**config.mk**
```make
export PLATFORM = sky130hd
export DESIGN_NAME = fixed_point_divider_flat
export DESIGN_NICKNAME = d
export VERILOG_FILES = /design/src/rtl/fixed_point_divider_if.sv /design/src/rtl/fixed_point_divider.sv /design/src/flat_wrapper.sv
export SDC_FILE = /design/constraint.sdc
export NUM_CORES = 1
export LEC_CHECK = 0
export CAP_MARGIN = 20
export CORE_ASPECT_RATIO = 0.9
export CORE_UTILIZATION = 54
export CTS_CLUSTER_SIZE = 14
export DETAILED_ROUTE_END_ITERATION = 7
export GPL_ROUTABILITY_DRIVEN = 0
export PLACE_DENSITY = 0.75
export SLEW_MARGIN = 20
export SYNTH_ARGS = -nofsm -noshare
export SYNTH_HDL_FRONTEND = slang
export SYNTH_SLANG_ARGS = --single-unit
```
**constraint.sdc**
```tcl
create_clock -name i_clk -period 7.3 [get_ports i_clk]
set_clock_uncertainty 0.2 [all_clocks]
set_input_delay 1.46 -clock i_clk [delete_from_list [all_inputs] [get_ports i_clk]]
set_output_delay 1.46 -clock i_clk [all_outputs]
set_load 0.05 [all_outputs]
```
**src/rtl/fixed_point_divider_if.sv**
```systemverilog
// Start/busy/ready handshake bundle between an FDIV issuer (master) and the
// sequential fixed-point divider (slave).
interface fixed_point_divider_if #(
    parameter int WIDTH = 32
);
    logic             i_start;
    logic [WIDTH-1:0] i_operand_1;
    logic [WIDTH-1:0] i_operand_2;
    logic [WIDTH-1:0] o_result;
    logic             o_busy;
    logic             o_ready;
    logic             o_div_by_zero;
    logic             o_overflow;

    modport master (
        output i_start, i_operand_1, i_operand_2,
        input  o_result, o_busy, o_ready, o_div_by_zero, o_overflow
    );

    modport slave (
        input  i_start, i_operand_1, i_operand_2,
        output o_result, o_busy, o_ready, o_div_by_zero, o_overflow
    );
endinterface

```
**src/rtl/fixed_point_divider.sv**
```systemverilog
// Signed Q(WIDTH-FBITS-1).FBITS divider, radix-2 restoring, one quotient bit per clock.
// Optional FIXED_POINT_DIVIDER_ROUND_EN: round half away from zero instead of truncating.
module fixed_point_divider #(
    parameter int WIDTH = 32,
    parameter int FBITS = 10
) (
    input  logic                 i_clk,
    input  logic                 i_reset,
    fixed_point_divider_if.slave div_if
);
    localparam int NW = WIDTH + FBITS;
    localparam int CW = $clog2(NW + 1);

    localparam logic [WIDTH-1:0] MAX_POS = {1'b0, {(WIDTH-1){1'b1}}};
    localparam logic [WIDTH-1:0] MIN_NEG = {1'b1, {(WIDTH-1){1'b0}}};
    localparam logic [NW:0]      POS_LIM = {{(FBITS+2){1'b0}}, {(WIDTH-1){1'b1}}};
    localparam logic [NW:0]      NEG_LIM = {{(FBITS+1){1'b0}}, 1'b1, {(WIDTH-1){1'b0}}};

    typedef enum logic [2:0] {
        S_IDLE,
        S_PREP,
        S_ITER,
        S_FIX,
        S_DONE
    } state_t;

    state_t           r_state, w_state_nxt;
    logic [WIDTH-1:0] r_result, w_result_nxt;
    logic             r_busy, w_busy_nxt;
    logic             r_ready, w_ready_nxt;
    logic             r_dz, w_dz_nxt;
    logic             r_ovf, w_ovf_nxt;

    logic [WIDTH-1:0] r_op1, w_op1_nxt;
    logic [WIDTH-1:0] r_op2, w_op2_nxt;
    logic             r_sign, w_sign_nxt;
    logic [WIDTH-1:0] r_dmag, w_dmag_nxt;
    logic [NW-1:0]    r_numer, w_numer_nxt;
    logic [WIDTH-1:0] r_rem, w_rem_nxt;
    logic [NW-1:0]    r_quot, w_quot_nxt;
    logic [CW-1:0]    r_count, w_count_nxt;

    logic [WIDTH-1:0] w_mag1;
    logic [WIDTH-1:0] w_mag2;
    logic [WIDTH:0]   w_rem_shift;
    logic             w_rem_ge;
    logic [WIDTH-1:0] w_rem_sub;
    logic [NW:0]      w_mag_fix;
    logic             w_ovf_fix;
    logic [WIDTH-1:0] w_mag_lo;

    assign w_mag1 = r_op1[WIDTH-1] ? -r_op1 : r_op1;
    assign w_mag2 = r_op2[WIDTH-1] ? -r_op2 : r_op2;

    // The settled remainder is always below |op2| <= 2^(WIDTH-1), so WIDTH bits
    // hold it; only the shifted trial value needs the extra bit.
    assign w_rem_shift = {r_rem, r_numer[NW-1]};
    assign w_rem_ge    = w_rem_shift >= {1'b0, r_dmag};
    assign w_rem_sub   = w_rem_shift[WIDTH-1:0] - r_dmag;

`ifdef FIXED_POINT_DIVIDER_ROUND_EN
    logic w_round_up;
    assign w_round_up = {r_rem, 1'b0} >= {1'b0, r_dmag};
    assign w_mag_fix  = {1'b0, r_quot} + {{NW{1'b0}}, w_round_up};
`else
    assign w_mag_fix  = {1'b0, r_quot};
`endif

    assign w_ovf_fix = r_sign ? (w_mag_fix > NEG_LIM) : (w_mag_fix > POS_LIM);
    assign w_mag_lo  = w_mag_fix[WIDTH-1:0];

    // NOTE: every signal gets a default before the case so no path can leave it unassigned and infer a latch.
    always_comb begin
        w_state_nxt  = r_state;
        w_result_nxt = r_result;
        w_busy_nxt   = r_busy;
        w_ready_nxt  = 1'b0;
        w_dz_nxt     = r_dz;
        w_ovf_nxt    = r_ovf;
        w_op1_nxt    = r_op1;
        w_op2_nxt    = r_op2;
        w_sign_nxt   = r_sign;
        w_dmag_nxt   = r_dmag;
        w_numer_nxt  = r_numer;
        w_rem_nxt    = r_rem;
        w_quot_nxt   = r_quot;
        w_count_nxt  = r_count;

        case (r_state)
            S_IDLE: begin
                if (div_if.i_start) begin
                    w_op1_nxt   = div_if.i_operand_1;
                    w_op2_nxt   = div_if.i_operand_2;
                    w_dz_nxt    = 1'b0;
                    w_ovf_nxt   = 1'b0;
                    w_busy_nxt  = 1'b1;
                    w_state_nxt = S_PREP;
                end
            end

            S_PREP: begin
                w_sign_nxt  = r_op1[WIDTH-1] ^ r_op2[WIDTH-1];
                w_dmag_nxt  = w_mag2;
                w_numer_nxt = {w_mag1, {FBITS{1'b0}}};
                w_rem_nxt   = '0;
                w_quot_nxt  = '0;
                w_count_nxt = CW'(NW);
                if (r_op2 == '0) begin
                    w_result_nxt = r_op1[WIDTH-1] ? MIN_NEG : MAX_POS;
                    w_dz_nxt     = 1'b1;
                    w_ready_nxt  = 1'b1;
                    w_state_nxt  = S_DONE;
                end else begin
                    w_state_nxt = S_ITER;
                end
            end

            S_ITER: begin
                w_numer_nxt = {r_numer[NW-2:0], 1'b0};
                w_rem_nxt   = w_rem_ge ? w_rem_sub : w_rem_shift[WIDTH-1:0];
                w_quot_nxt  = {r_quot[NW-2:0], w_rem_ge};
                w_count_nxt = r_count - CW'(1);
                if (r_count == CW'(1)) begin
                    w_state_nxt = S_FIX;
                end
            end

            S_FIX: begin
                w_ovf_nxt = w_ovf_fix;
                if (w_ovf_fix) begin
                    w_result_nxt = r_sign ? MIN_NEG : MAX_POS;
                end else begin
                    w_result_nxt = r_sign ? -w_mag_lo : w_mag_lo;
                end
                w_ready_nxt = 1'b1;
                w_state_nxt = S_DONE;
            end

            S_DONE: begin
                w_busy_nxt  = 1'b0;
                w_state_nxt = S_IDLE;
            end

            default: begin
                w_state_nxt = S_IDLE;
            end
        endcase
    end

    // NOTE: sequential state uses non-blocking assignments so every register samples pre-edge values.
    always_ff @(posedge i_clk) begin
        if (i_reset) begin
            r_state  <= S_IDLE;
            r_result <= '0;
            r_busy   <= 1'b0;
            r_ready  <= 1'b0;
            r_dz     <= 1'b0;
            r_ovf    <= 1'b0;
        end else begin
            r_state  <= w_state_nxt;
            r_result <= w_result_nxt;
            r_busy   <= w_busy_nxt;
            r_ready  <= w_ready_nxt;
            r_dz     <= w_dz_nxt;
            r_ovf    <= w_ovf_nxt;
        end
    end

    // NOTE: datapath registers are left unreset; PREP reloads them before any use.
    always_ff @(posedge i_clk) begin
        r_op1   <= w_op1_nxt;
        r_op2   <= w_op2_nxt;
        r_sign  <= w_sign_nxt;
        r_dmag  <= w_dmag_nxt;
        r_numer <= w_numer_nxt;
        r_rem   <= w_rem_nxt;
        r_quot  <= w_quot_nxt;
        r_count <= w_count_nxt;
    end

    assign div_if.o_result      = r_result;
    assign div_if.o_busy        = r_busy;
    assign div_if.o_ready       = r_ready;
    assign div_if.o_div_by_zero = r_dz;
    assign div_if.o_overflow    = r_ovf;
endmodule
```
**src/flat_wrapper.sv**
```systemverilog
// flat-port wrapper written by rule: the top's interface ports become plain ports
module fixed_point_divider_flat 
#(
    parameter int WIDTH = 32,
    parameter int FBITS = 10
)
  (i_clk, i_reset, div_if_i_start, div_if_i_operand_1, div_if_i_operand_2, div_if_o_result, div_if_o_busy, div_if_o_ready, div_if_o_div_by_zero, div_if_o_overflow);
  fixed_point_divider_if #(.WIDTH(WIDTH)) div_if_i ();
  input  logic i_clk;
  input  logic i_reset;
  input wire logic [$bits(div_if_i.i_start)-1:0] div_if_i_start;
  input wire logic [$bits(div_if_i.i_operand_1)-1:0] div_if_i_operand_1;
  input wire logic [$bits(div_if_i.i_operand_2)-1:0] div_if_i_operand_2;
  output wire logic [$bits(div_if_i.o_result)-1:0] div_if_o_result;
  output wire logic [$bits(div_if_i.o_busy)-1:0] div_if_o_busy;
  output wire logic [$bits(div_if_i.o_ready)-1:0] div_if_o_ready;
  output wire logic [$bits(div_if_i.o_div_by_zero)-1:0] div_if_o_div_by_zero;
  output wire logic [$bits(div_if_i.o_overflow)-1:0] div_if_o_overflow;
  assign div_if_i.i_start = div_if_i_start;
  assign div_if_i.i_operand_1 = div_if_i_operand_1;
  assign div_if_i.i_operand_2 = div_if_i_operand_2;
  assign div_if_o_result = div_if_i.o_result;
  assign div_if_o_busy = div_if_i.o_busy;
  assign div_if_o_ready = div_if_i.o_ready;
  assign div_if_o_div_by_zero = div_if_i.o_div_by_zero;
  assign div_if_o_overflow = div_if_i.o_overflow;
  fixed_point_divider #(.WIDTH(WIDTH), .FBITS(FBITS)) u_core (.i_clk(i_clk), .i_reset(i_reset), .div_if(div_if_i));
endmodule
```
==> results of run 1 <==
layout make-up:
type,instances,area [um2]
Timing Repair Buffer,114,1130
Tap cell,302,378
Fill cell,1808,8390
Inverter,57,214
Clock buffer,30,687
Multi-Input combinational cell,798,5280
Sequential cell,248,7060
Clock inverter,15,144
kinds of logic (layout without fill, tap and decap cells):
group           Yosys count  in the layout  synth area share [%]
compound gates          247            247                  12.8
xor+xnor                119            119                  8.16
fa+ha+maj                38             38                  3.78
buf+inv                 113            216                  3.62
flops                   248            248                  55.2
mux                      27             27                  2.13
simple gates            367            367                  14.3
sequential cells by signal, indices dropped and copies added (netlist names):
| register | flops |
|---|---|
| u_core.r_sign | 1 |
| u_core.r_rem | 32 |
| u_core.r_dmag | 32 |
| u_core.div_if.o_ready | 1 |
| u_core.r_state | 3 |
| u_core.r_op2 | 32 |
| u_core.div_if.o_overflow | 1 |
| u_core.r_quot | 42 |
| u_core.div_if.o_busy | 1 |
| u_core.r_count | 6 |
| u_core.r_numer | 32 |
| u_core.div_if.o_div_by_zero | 1 |
| u_core.r_op1 | 32 |
| u_core.div_if.o_result | 32 |
synth_stat cells (all sizes together), types with 2 or more instances:
library cell	number
a2111o	2
a2111oi	3
a211oi	7
a21o	12
a21oi	63
a311oi	2
a31oi	7
a41oi	3
and2	3
and3	41
and4	2
buf	11
clkbuf	45
dfxtp	39
edfxtp	209
ha	37
inv	57
mux2i	26
nand2	94
nand2b	12
nand3	11
nand3b	2
nand4	8
nor2	95
nor2b	11
nor3	44
nor4	10
o211a	2
o211ai	2
o21a	6
o21ai	81
o221ai	2
o31ai	27
o32ai	2
o41ai	17
or2	3
or3	13
or4	15
xnor2	75
xor2	44
metal layers:
layer	vias to the layer above	wire (um)
li1	4419	-
met1	4077	11900
met2	219	10900
met3	29	1150
met4	0	400
met5	-	0
worst max path at each step:
stage                      start                 to  slack (ns)  cells after the start
6_report        u_core.r_rem[15]    u_core.r_rem[8]        3.13                     11
2_1_floorplan  u_core.r_state[0]  u_core.r_count[0]        1.61                      3
5_1_grt         u_core.r_rem[15]    u_core.r_rem[0]        2.85                     11
3_5_place_dp    u_core.r_rem[15]    u_core.r_rem[8]        3.15                     11
3_3_place_gp    u_core.r_rem[15]    u_core.r_rem[5]        3.29                     11
4_1_cts         u_core.r_rem[15]   u_core.r_rem[11]        3.13                     11
worst max-delay path: cells and delay by family (launching register included):
family                   cells  cell delay (ns)
AO/OA/AOI/OAI                7             2.20
adder cells (fa/ha/maj)      1             0.39
buffers and inverters        1             0.45
flip-flops                   1             0.39
multiplexers                 1             0.24
AND/OR/NAND/NOR              1             0.06
through the flow:
| step | util, % | area [um2] | total power [W] | std cells | hold WS [ns] |
|---|---|---|---|---|---|
| floorplan | - | 12800 | 0.00220 | 1159 | 0.279 |
| global placement | 60.2 | 14000 | 0.00234 | 1517 | 0.279 |
| detailed placement | 60.2 | 14000 | 0.00235 | 1517 | 0.282 |
| CTS | 63.8 | 14900 | 0.00365 | 1562 | 0.294 |
| global route | 64.0 | 14900 | 0.00378 | 1564 | 0.310 |
| finish | 64.0 | 14900 | 0.00362 | 1564 | 0.291 |
power by group through the flow:
stage / Clock (W) / Combinational (W) / Sequential (W)
6_report: 0.00129 / 0.000577 / 0.00175
5_1_grt: 0.00138 / 0.000643 / 0.00176
4_1_cts: 0.00132 / 0.000575 / 0.00175
3_5_place_dp: 0 / 0.000572 / 0.00178
3_3_place_gp: 0 / 0.000561 / 0.00178
2_1_floorplan: 0 / 0.000413 / 0.00179
==> impl.org, run 1 <==
** Outcome
- The run finished with clean final reports.

** Floorplanning
- Horiz. Die Dim :: 164 um
- The initialized floorplan defines 53 standard-cell rows.
- Height of the die :: 148 um
- Pin placement for this block handled 103 I/O pins.
- Area inside the core boundary :: 23300 um2
- The floorplan step defined a die boundary enclosing 24300 um2.
- For this configuration, the core starts out at a cell density of 54.9%.

** CTS
- In this run, post-CTS repair resized a total of 0 instances.
- Library cell used as clock root buffer :: clkbuf_16
- Count of H-tree levels built during CTS :: 1
- In this run, post-CTS hold repair placed 0 buffers.
- Setup Fix Bufs, Post-CTS :: 0
- Bufs on Longest Clock Path :: 3
- Clock-pin slew was measured on the worst setup and hold paths at 0.06 ns.
- Sinks on Clock Net :: 248
- Clock tree synthesis inserted a total of 27 buffers.
- TritonCTS built the clock tree.
- Later-pin clock latency in the skew report :: 0.55 ns

** Global route
- The total overflow left after global routing is 0.
- For met1 alone, demand over resource in global routing was 30.9%.
- Entering global routing, the biggest net connects 72 pins.
- Initial antenna violation count :: 0
- Total track usage :: 20.6%
- Global routing consumed, on the met3 layer, 2.89% of the routing resources.
- The via count of the first global-routing pass is 8256.
- Met2 track utilization from global routing :: 31.5%
- Global-route layer with the greatest usage :: met2
- First-pass GRT wire length :: 40600 um

** Pwr
- The analysis attributes to cell leakage a power of 5.44 nW.
- Cell internal power dissipation :: 0.00267 W
- Part of the total power dissipated in the clock network :: 35.6%
- Combinational logic is responsible for 16.0% of the overall power.
- IR analysis of the VDD net gives a maximum drop of 0.185 mV.
- Part of the power in registers :: 48.4%
- Power spread over the standard cell area amounts to 243 nW/um2.
- Switching portion of total power :: 26.2%
- In this run the power spent charging and discharging nets is 0.000947 W.

** Drt
- Vias post-DR :: 8744
- In the routed layout, each cell is associated on average with a via count of 5.59.
- The pre-antenna-repair detailed-routing pass consisted of 5 iterations.
- Initial DRC Count :: 572
- DRC Markers :: 0
- In this run the remaining antenna-violating nets after routing total 0.
- Average wire per cell in the routed design :: 15.5 um
- Wires add up to 24300 um.

** Final layout
- From synthesis to final layout, the design area changed by 16.6%.
- Most frequent cells in the layout :: edfxtp_1, clkdlybuf4s50_1, nor2_1
- NumNets Final :: 1351
- Antenna cell count :: 0
- Leaving out fill and tap cells, the most frequent cell in the layout is edfxtp_1.
- Layout cells sized above 1 :: 6.89%

** Synth
- The share of synthesized area in the top cell type comes to 49.1%.
- Count of flip-flops with a built-in enable after synthesis :: 209
- The synthesized netlist occupies a cell area of 12800 um2.
- Counting flops with an async set or reset pin after synthesis yields a share of 0%.
- Number of instances in the synthesized netlist :: 1159
- Sequential elements use 55.2% of the synthesized area.
- During synthesis, Yosys emitted a total of 0 warnings.
- Ranked by total cell area, the synthesized netlist is headed by edfxtp_1, dfxtp_1, xnor2_1, ha_1, o21ai_0.
- edfxtp_1 takes more of the synthesized area than any other cell.
- Top_reg_cell synth :: edfxtp_1
- The synthesized netlist contains 66 unique library cells.
- Syn avg cell area :: 11.0 um2
- Syn Nets :: 1264
- In this run, synthesis produced a sequential element count of 248.

** Timing
- The smallest clock period supported by the final layout is computed as 4.17 ns.
- Static timing analysis puts the maximum clock frequency at 0.240 GHz.
- PnR worst setup slack :: 3.13 ns
- Setup violations remaining at the end of the flow were counted as 0.
- Headroom to the max-slew limit came out at 33.5%.
- The hold violation total from the final report came to 0.
- Setup repair after global routing left no endpoint under its margin.
- The count of final max-slew check failures came to 0.
- Post-Route Setup TNS :: 0 ns
- For the pin with the worst max-slew slack, the measured transition is 0.995 ns.
- Post-route clock period utilization :: 57.2%

** Min path
- The worst hold path terminates at u_core.div_if.o_result[5].
- The worst hold path was traced through 2 stages.
- Hold wc startpoint :: u_core.div_if.o_result[5]
- The tightest min-delay check is of the reg -> reg type.

** Flow run
- Across the run, the number of max-cap violations was 0.

** Critical path
- STA classifies the critical path startpoint as a register.
- The worst register-to-register path has a depth of 11.
- The slowest stage of the critical path is the o211a_1 cell.
- Minimum setup slack among reg-to-reg paths :: 3.13 ns
- The critical path is of the reg -> reg type.
- RR Startpoint :: u_core.r_rem[15]
- Critical Path Sink Type :: register
- In this design, the stage delay of the slowest critical-path cell is 0.73 ns.
- For the worst setup path, the data required time is 7.39 ns.
- Of all nets on the critical path, the largest fanout is 21.
- Worst r2r dst :: u_core.r_rem[8]
- Worst Path Arrival :: 4.26 ns
- CP Cell Sequence :: ha_1 -> a2111oi_0 -> o221ai_1 -> a41oi_1 -> o41a_1 -> o21ba_2 -> o21a_1 -> o211a_1 -> buf_4 -> mux2i_1 -> nor2_1

** Placed design
- Detailed placement finished with a half-perimeter wire length of 16300 um.
- Timing analysis after detailed placement gives a worst setup slack of 3.15 ns.
- Count of buffers from port buffering :: 102
Note: power is estimated with default switching activity, not from simulation.
==> run 2, diff against run 1 <==
==> constraint.sdc (replaced) <==
create_clock -name i_clk -period 4.2 [get_ports i_clk]
set_clock_uncertainty 0.2 [all_clocks]
set_input_delay 0.84 -clock i_clk [delete_from_list [all_inputs] [get_ports i_clk]]
set_output_delay 0.84 -clock i_clk [all_outputs]
set_load 0.05 [all_outputs]
==> run 2 against run 1 <==
Compared with the run above: combinational power increased by 79%; setup slack got worse by 2.8 ns; critical path depth decreased by 2; register-to-register slack got worse by 2.8 ns; via count increased by 1.9%; first-iteration DRC count increased by 11%; flip-flop and latch count unchanged; power increased by 72%; cell area increased by 0.66%; sequential share of layout area decreased by 0.31 points; clock power increased by 67%; largest cell class unchanged.
==> impl.org, run 2 (synthesis results as in run 1) <==
** Timing
- The measured slew at the worst slew-check pin is 0.842 ns (was 0.995 ns).
- Final hold viol count :: 0 (unchanged)
- The number of failing setup endpoints in the final timing report came to 0 (unchanged).
- Post-route clock period utilization :: 93.4% (was 57.2%)
- Post-Route Setup TNS :: 0 ns (unchanged)
- RSZ-0062 raised after global routing: no (unchanged).
- Final Critical Period :: 3.92 ns (was 4.17 ns)
- The count of final max-slew check failures came to 0 (unchanged).
- The relative max-transition margin is 43.7% (was 33.5%).
- Achievable clock frequency :: 0.255 GHz (was 0.240 GHz)

** Placed design
- The cell area after placement was 14200 um2 (was 14000 um2).
- Count of buffers from port buffering :: 102 (unchanged)
- Total half-perimeter wirelength after legalization and detailed placement :: 17300 um (was 16300 um)

** Final layout
- Flip-flop count of the largest register after layout :: 42 (unchanged)
- Most frequent cells in the layout: edfxtp_1, clkdlybuf4s50_1, nor2_1 (unchanged).
- Layout overhead on the synthesized area :: 17.3% (was 16.6%)
- Most common cell after layout, fill and taps aside :: edfxtp_1 (unchanged)
- The number of nets in the finished design is 1362 (was 1351).
- Total of fill cells in the finished design :: 1806 (was 1808)
- The area of the multi-input gates is 5280 um2 (unchanged).
- The register with the most flip-flops is u_core.r_quot (unchanged).
- Non-Filler Cell Area, Final :: 15000 um2 (was 14900 um2)
- The storage element area was 7060 um2 (unchanged).
- Layout cells sized above 1 :: 7.90% (was 6.89%)
- The antenna diode count came to 0 (unchanged).

** Critical path
- The critical path capture point type is a register (unchanged).
- CP Cell Sequence :: or4_4 -> or4_1 -> or2_1 -> or4_4 -> nor4_4 -> a31oi_1 -> nand2b_4 -> a21oi_2 -> nor3_1 (was ha_1 -> a2111oi_0 -> o221ai_1 -> a41oi_1 -> o41a_1 -> o21ba_2 -> o21a_1 -> o211a_1 -> buf_4 -> mux2i_1 -> nor2_1)
- The data arrival time of the critical path was 4.11 ns (was 4.26 ns).
- The worst path buffer plus inverter count was 0 (was 1).
- The kind of start point of the critical path is a register (unchanged).
- Crit path top cell by count :: or4_4
- Max FO, Critical Path :: 31 (was 21)
- The count of cell instances traversed by the critical path is 9 (was 11).
- Crit path kind :: reg -> reg (unchanged)
- The largest stage delay on the critical path came to 0.59 ns (was 0.73 ns).
- Crit-path slowest cell :: or4_4 (was o211a_1)
- The family with the most delay on the worst path is simple AND/OR/NAND/NOR gates (was compound AO/OA/AOI/OAI gates).
- Depth of the worst register-to-register path :: 9 (was 11)
- Required time of the worst setup path :: 4.38 ns (was 7.39 ns)

** Drt
- The overall routed net length came to 25200 um (was 24300 um).
- Vias post-DR :: 8908 (was 8744)
- The length of the first detailed-routing pass in iterations was 5 (unchanged).
- The average wire per cell in the routed design is 15.9 um (was 15.5 um).
- The violation count after the first detailed-route iteration is 635 (was 572).
- Vias per inst :: 5.64 (was 5.59)
- The residual antenna-violating net count after detailed routing was 0 (unchanged).
- The number of remaining DRC errors came to 0 (unchanged).

** Pwr
- Power density cells :: 416 nW/um2 (was 243 nW/um2)
- Worst IR Drop VDD :: 0.327 mV (was 0.185 mV)
- Pwr Total :: 0.00624 W (was 0.00362 W)
- The cell leakage power is 5.49 nW (was 5.44 nW).

** CTS
- Library cell used as clock root buffer :: clkbuf_16 (unchanged)
- CTS tree :: built (unchanged)
- Setup Fix Bufs, Post-CTS :: 0 (unchanged)
- Clock-pin slew on the worst setup and hold paths :: 0.06 ns (about the same)
- The cts-stage hold buffer count was 0 (unchanged).
- Count of H-tree levels built during CTS :: 1 (unchanged)
- The maximum buffer depth of the clock tree came to 3 (unchanged).
- The number of clock sinks was 248 (unchanged).
- Resize count post-CTS :: 0 (unchanged)
- The insertion delay to the later sink of the worst-skew pair was 0.55 ns (about the same).
- The number of CTS-inserted buffers is 27 (unchanged).

** Min path
- Hold Crit Depth :: 2 (unchanged)
- Type of the most critical hold path :: reg -> reg (unchanged)

** Floorplanning
- The effective utilization at floorplan came to 54.9% (unchanged).
- The die outline height came to 148 um (unchanged).
- The width of the die was 164 um (unchanged).
- Area inside the core boundary :: 23300 um2 (unchanged)
- Ports :: 103 (unchanged)
- Die area :: 24300 um2 (unchanged)
- Number of rows created at floorplan :: 53 (unchanged)

** Outcome
- Result of the run: finished, final reports clean (unchanged).

** Global route
- The first-pass GRT wire length is 42100 um (was 40600 um).
- The initial antenna violation count was 0 (unchanged).
- The global routing usage summed across all routing layers was 21.3% (was 20.6%).
- The sum of overflow across all layers after global routing is 0 (unchanged).
- Pin count of the biggest net entering global routing :: 66 (was 72)
- The via count of the first global-routing pass was 8565 (was 8256).

** Flow run
- The max-cap check violation count came to 0 (unchanged).
==> run 2: changes by cell type in the layout (fill, tap and decap cells not counted), sizes merged <==
cell and change:
buf +11, clkbuf +4, bufinv -2, clkinvlp +3
==> run 2: cell type report <==
class,count,share of cell area [%]
Tap cell,302,2.52
Clock inverter,16,0.643
Sequential cell,248,47.1
Multi-Input combinational cell,798,35.2
Timing Repair Buffer,125,8.35
Inverter,57,1.43
Clock buffer,34,4.75
==> run 2: stage by stage <==
stage                     instances  hold WS [ns]  utilization (%)  worst slack, ns
after floorplan                1159         0.296                -            0.400
after global placement         1529         0.281             60.8            0.383
after detailed placement       1529         0.283             60.8            0.300
after CTS                      1579         0.296             64.3            0.288
after global routing           1580         0.308             64.4           0.0583
final                          1580         0.290             64.4            0.279
==> run 2: metal layers <==
metal  global-route usage (%)  vias up  part of all wire, %
met5                        0        -                    0
met4                     5.14        0                  1.7
met3                     3.28       36                  5.1
met2                     33.4      243                   46
met1                     31.0     4188                   47
li1                         -     4441                    -
==> run 2: worst paths after layout <==
path	from	to	slack (ns)
max	u_core.r_op2[9]	u_core.div_if.o_result[1]	0.28
max reg2reg	u_core.r_op2[9]	u_core.div_if.o_result[1]	0.28
min	u_core.div_if.o_result[16]	u_core.div_if.o_result[16]	0.29
min reg2reg	u_core.div_if.o_result[16]	u_core.div_if.o_result[16]	0.29
==> run 2: report_power, final <==
part,leakage [nW],switching (W),internal (W)
logic,2.80,0.000595,0.000439
registers,2.30,0.000125,0.00292
clock network,0.392,0.000953,0.00121
==> run 2: worst reg2reg max path, stage by stage (launching register included) <==
cell and delay, ns:
edfxtp_1 0.45, or4_4 0.59, or4_1 0.43, or2_1 0.28, or4_4 0.58, nor4_4 0.37
a31oi_1 0.16, nand2b_4 0.40, a21oi_2 0.24, nor3_1 0.07
